**src/rtl/kmeans_update_ctrl.sv**
```systemverilog
// K-means centroid update: divides per-cluster coordinate sums by member counts
// using one shared restoring divider, time-multiplexed over eight jobs.
module kmeans_update_ctrl #(
  parameter int unsigned ACC_W = 20,
  parameter int unsigned CNT_W = 12
) (
  input  logic                 clk,
  input  logic                 rst_n,
  input  logic                 start,
  input  logic [4*ACC_W-1:0]   accu_x,
  input  logic [4*ACC_W-1:0]   accu_y,
  input  logic [4*CNT_W-1:0]   num,
  input  logic [63:0]          cur_cent,
  output logic                 busy,
  output logic                 done,
  output logic [63:0]          new_cent,
  output logic                 converged
);

  localparam int unsigned BC_W  = (ACC_W > 1) ? $clog2(ACC_W) : 1;
  localparam int unsigned OFS_W = 6;

  typedef enum logic [2:0] {
    IDLE  = 3'd0,
    LOAD  = 3'd1,
    DIV   = 3'd2,
    STORE = 3'd3,
    DONE  = 3'd4
  } state_t;

  state_t               state;
  logic [2:0]           job;
  logic [4*ACC_W-1:0]   snap_x;
  logic [4*ACC_W-1:0]   snap_y;
  logic [4*CNT_W-1:0]   snap_num;
  logic [63:0]          snap_cent;
  logic [63:0]          work;
  logic [CNT_W-1:0]     rem;
  logic [ACC_W-1:0]     quo;
  logic [CNT_W-1:0]     divisor;
  logic [BC_W-1:0]      bit_cnt;

  logic [1:0]           cl;
  logic [CNT_W-1:0]     cur_num;
  logic [ACC_W-1:0]     cur_sum;
  logic [OFS_W-1:0]     ofs;
  logic [7:0]           cur_coord;
  logic [CNT_W:0]       trial;
  logic [CNT_W:0]       diff;
  logic                 ge;
  logic [CNT_W-1:0]     rem_nxt;
  logic [ACC_W-1:0]     quo_nxt;
  logic [7:0]           sat_q;
  logic [63:0]          work_upd;
  logic                 last_job;

  // Job decode: cluster j>>1, x when j even (byte 1), y when j odd (byte 0)
  always_comb begin
    cl        = job[2:1];
    cur_num   = snap_num[cl*CNT_W +: CNT_W];
    cur_sum   = job[0] ? snap_y[cl*ACC_W +: ACC_W] : snap_x[cl*ACC_W +: ACC_W];
    ofs       = {cl, ~job[0], 3'b000};
    cur_coord = snap_cent[ofs +: 8];
    last_job  = (job == 3'd7);
  end

  // One restoring-division step: quotient bits shift in where dividend bits leave
  always_comb begin
    trial   = {rem, quo[ACC_W-1]};
    diff    = trial - {1'b0, divisor};
    ge      = (trial >= {1'b0, divisor});
    rem_nxt = ge ? diff[CNT_W-1:0] : trial[CNT_W-1:0];
    quo_nxt = {quo[ACC_W-2:0], ge};
  end

  // Working result with the current job's byte merged, so DONE sees the final write
  always_comb begin
    sat_q    = (quo > ACC_W'(255)) ? 8'hFF : quo[7:0];
    work_upd = work;
    if (state == LOAD) begin
      work_upd[ofs +: 8] = cur_coord;
    end else begin
      work_upd[ofs +: 8] = sat_q;
    end
  end

  always_ff @(posedge clk or negedge rst_n) begin
    if (!rst_n) begin
      state     <= IDLE;
      job       <= 3'd0;
      snap_x    <= '0;
      snap_y    <= '0;
      snap_num  <= '0;
      snap_cent <= '0;
      work      <= '0;
      rem       <= '0;
      quo       <= '0;
      divisor   <= '0;
      bit_cnt   <= '0;
      busy      <= 1'b0;
      done      <= 1'b0;
      new_cent  <= '0;
      converged <= 1'b0;
    end else begin
      done <= 1'b0;
      case (state)
        IDLE: begin
          if (start) begin
            snap_x    <= accu_x;
            snap_y    <= accu_y;
            snap_num  <= num;
            snap_cent <= cur_cent;
            job       <= 3'd0;
            busy      <= 1'b1;
            state     <= LOAD;
          end
        end
        LOAD: begin
          if (cur_num == '0) begin
            // Empty cluster keeps its old coordinate
            work <= work_upd;
            if (last_job) begin
              new_cent  <= work_upd;
              converged <= (work_upd == snap_cent);
              done      <= 1'b1;
              busy      <= 1'b0;
              state     <= DONE;
            end else begin
              job   <= job + 3'd1;
              state <= LOAD;
            end
          end else begin
            rem     <= '0;
            quo     <= cur_sum;
            divisor <= cur_num;
            bit_cnt <= BC_W'(ACC_W - 1);
            state   <= DIV;
          end
        end
        DIV: begin
          rem <= rem_nxt;
          quo <= quo_nxt;
          if (bit_cnt == '0) begin
            state <= STORE;
          end else begin
            bit_cnt <= bit_cnt - BC_W'(1);
          end
        end
        STORE: begin
          work <= work_upd;
          if (last_job) begin
            new_cent  <= work_upd;
            converged <= (work_upd == snap_cent);
            done      <= 1'b1;
            busy      <= 1'b0;
            state     <= DONE;
          end else begin
            job   <= job + 3'd1;
            state <= LOAD;
          end
        end
        DONE: begin
          state <= IDLE;
        end
        default: begin
          state <= IDLE;
        end
      endcase
    end
  end

endmodule

```
**config.mk**
```make
export PLATFORM = sky130hd
export DESIGN_NAME = kmeans_update_ctrl
export DESIGN_NICKNAME = d
export VERILOG_FILES = /design/src/rtl/kmeans_update_ctrl.sv
export SDC_FILE = /design/constraint.sdc
export NUM_CORES = 1
export LEC_CHECK = 0
export ABC_AREA = 0
export BUFFER_PORTS_ARGS = -buffer_cell sky130_fd_sc_hd__clkbuf_2
export CAP_MARGIN = 20
export CORE_MARGIN = 4
export CORE_UTILIZATION = 40
export DETAILED_ROUTE_END_ITERATION = 10
export GPL_ROUTABILITY_DRIVEN = 1
export PLACE_DENSITY_LB_ADDON = 0.05
export SLEW_MARGIN = 20
export SYNTH_ARGS = -nofsm -noshare
export SYNTH_HDL_FRONTEND = slang
export SYNTH_SLANG_ARGS = --single-unit
```
**constraint.sdc**
```tcl
create_clock -name clk -period 3.6 [get_ports clk]
set_input_delay 0.36 -clock clk [delete_from_list [all_inputs] [get_ports clk]]
set_output_delay 0.36 -clock clk [all_outputs]
set_load 0.01 [all_outputs]
```
==> run summary <==
Startpoint Class -> flop
layout cells sized above 1 -> 24.7%
crit path time final -> 3540 ps
top post-synthesis cells by count -> nand2_1, dfrtp_1, nor2_1
worst r2r path cells -> 13
hpwl dp -> 70600 µm
Cell Pwr Density -> 902 mW/mm²
Final ANT Viol Nets -> 0
Fill cells -> 5180
iteration-0 DRC count of the detailed router -> 1508
Synth Register Bits -> 458
synth top area cells -> dfrtp_1, nand2_1, mux4_2
routed vias/inst -> 5.42
Post-synth EDFFs -> 0
# port buffers -> 341
pin count of the biggest net entering global routing -> 147
DIE HEIGHT -> 247 µm
hold depth -> 3
drt first pass iters -> 5
Num CTS Buffers -> 51
synthesized area per cell -> 9.07 µm²
fmax -> 283 MHz
main flop type after synthesis -> dfrtp_1
mapped cell area -> 0.0228 mm²
Placed Cells -> 3693
H-Tree Depth -> 2
Final period util -> 98.3%
Clock Skew -> 29.0 ps
YS warnings -> 0
Slew headroom -> 24.3%
first-pass GRT wire length -> 143000 µm
grt ovf -> 0
area leader, netlist -> dfrtp_1
Root Buffer -> clkbuf_16
Final Hold Fails -> 0
Max Slew Vio Count -> 0
Static Leak -> 0.0154 µW
top cell type's share of synthesized area -> 50.3%
initial core utilization -> 40.4%
Simple-Gate Fraction of Synth Area -> 22.8%
post-layout util -> 55.5%
routability cong. -> 1.01
final instance area -> 0.0313 mm²
worst path required time -> 4140 ps
core footprint -> 0.0564 mm²
nature of the critical path endpoint -> flop
r2r setup slk -> 60 ps
combined area of the multi-input logic cells -> 0.0106 mm²
Crit Path Class -> flop to flop
syn_nets -> 2811
Non-Filler Instances -> 4054
Die Footprint -> 0.0609 mm²
Clock Latency Late Sink -> 610 ps
Post-CTS Setup Bufs -> 0
post-synthesis xor/xnor area fraction -> 1.88%
Register Area -> 0.0115 mm²
Final nets -> 3551
CTS tree -> yes
hold endpoint -> snap_x[0]$_DFFE_PN0P_
Worst-path clk slew -> 60 ps
complex-gate fraction of the synthesized area -> 10.2%
Synth Area in Adders -> 1.24%
status -> completed
Area Growth Syn to Fin -> 37.2%
vias -> 21969
io pins -> 342
hold_sp -> accu_x[0]
Die W -> 247 µm
Slew @ Worst Pin -> 1120 ps
register area share after synthesis -> 50.3%
count of unique library cells instantiated by Yosys -> 85
asr flop ratio synth -> 100%
gate count of the mapped netlist -> 2514
Tightest Hold Check Type -> primary input to flop
clock sinks -> 458
Max Cap Violations -> 0
largest family of logic cells by synthesized area -> simple AND/OR/NAND/NOR gates
WL/cell -> 23.6 µm
drt drc -> 0
antenna violations before repair -> 3
Final setup viols -> 0
data arrival time of the worst path -> 4080 ps
post-synthesis mux area share -> 9.94%
unrepaired setup endpoints after global routing -> no
pre-CTS setup slack -> -141 ps
vias in the first global route -> 22744
CTS max path bufs -> 3
Critical R2R Launch -> job[0]$_DFFE_PN0P_
top-count cell post-synth -> nand2_1
std cell rows -> 87
reg2reg end -> converged$_DFFE_PN0P_
post-layout worst setup margin -> 60.7 ps
Routed WL -> 95800 µm
Tot GR Track Use -> 31.4%
crit-path max FO -> 10
Max IR drop VDD -> 0.000485 V
setup_tns -> 0 ps
Placed Area -> 0.0269 mm²
-- report_power, final --
group | internal, µW | leakage, µW | switching (µW)
Combinational | 5760 | 0.00876 | 8100
Clock | 3000 | 0.000820 | 2220
Sequential | 7370 | 0.00584 | 1780
Total | 16100 | 0.0154 | 12100
-- sequential cells by signal (all words and copies together) (netlist names) --
signal,count
done,1
quo,20
converged,1
snap_num,48
busy,1
new_cent,64
snap_x,80
bit_cnt,5
divisor,12
snap_y,80
snap_cent,64
state,3
rem,12
job,3
work,64
-- worst max-delay path, stage by stage (launching register included) --
cell	delay (ps)
dfrtp_4	500
ha_1	250
ha_4	340
buf_4	140
nand3_1	200
buf_4	230
buf_12	130
nor2_1	180
a22oi_1	150
buf_4	220
xnor2_1	110
or4_1	600
nor4_1	230
a32o_1	210
-- through the flow --
step	hold WS, ps	power [µW]
floorplan	64.4	16300
global placement	453	22500
global route	19.9	29900
CTS	2.40	28200
detailed placement	458	22600
finish	31.7	28200
-- metal layers --
| metal | vias to the layer above | GRT usage (%) | part of all wire, % |
|---|---|---|---|
| li1 | 9969 | - | - |
| met1 | 10950 | 42.3 | 43 |
| met2 | 815 | 52.7 | 48 |
| met3 | 231 | 4.51 | 5.6 |
| met4 | 4 | 10.3 | 3.8 |
| met5 | - | 0 | 0.021 |
-- how the worst max path moves through the flow --
stage / from / to / slack [ps]
2_1_floorplan: job[1]$_DFFE_PN0P_ / converged$_DFFE_PN0P_ / 10
5_1_grt: job[1]$_DFFE_PN0P_ / converged$_DFFE_PN0P_ / 4
4_1_cts: job[0]$_DFFE_PN0P_ / converged$_DFFE_PN0P_ / 60
3_3_place_gp: quo[10]$_DFFE_PN0P_ / converged$_DFFE_PN0P_ / -140
6_report: job[0]$_DFFE_PN0P_ / converged$_DFFE_PN0P_ / 60
3_5_place_dp: quo[10]$_DFFE_PN0P_ / converged$_DFFE_PN0P_ / -140
-- cell type report --
cell class | instances | area share (%)
inverter | 46 | 0.556
timing repair buffer | 844 | 20.6
antenna | 3 | 0.0240
clock buffer | 74 | 4.71
clock inverter | 20 | 0.592
tap | 756 | 3.02
sequential | 458 | 36.7
multi-input combinational | 1853 | 33.8
-- kinds of logic after synthesis --
kind of cell | count (synthesis)
AND/OR/NAND/NOR | 1291
flip-flops | 458
AO/OA/AOI/OAI | 341
buffers and inverters | 203
multiplexers | 150
XOR/XNOR | 49
adder cells (fa/ha/maj) | 22
-- placed cells by master (no fill, tap or decap), drive strengths merged, types with 46 or more instances in the layout --
| cell | netlist | final |
|---|---|---|
| nand2 | 995 | 995 |
| dfrtp | 458 | 458 |
| clkbuf | 126 | 414 |
| dlygate4sd3 | 0 | 264 |
| buf | 31 | 240 |
| nor2 | 155 | 155 |
| a21oi | 75 | 75 |
| o21ai | 64 | 64 |
| mux4 | 56 | 56 |
| mux2 | 52 | 52 |
| inv | 45 | 46 |
-- repair_timing --
item / 4_1_cts / 5_1_grt
gates cloned: 0 / 0
pin swaps: 0 / 0
hold endpoints to repair: 345 / 0
setup endpoints to repair: 1 / 4
hold buffers: 264 / 0
gates resized for setup: 4 / 11
Note: power is estimated with default switching activity, not from simulation.
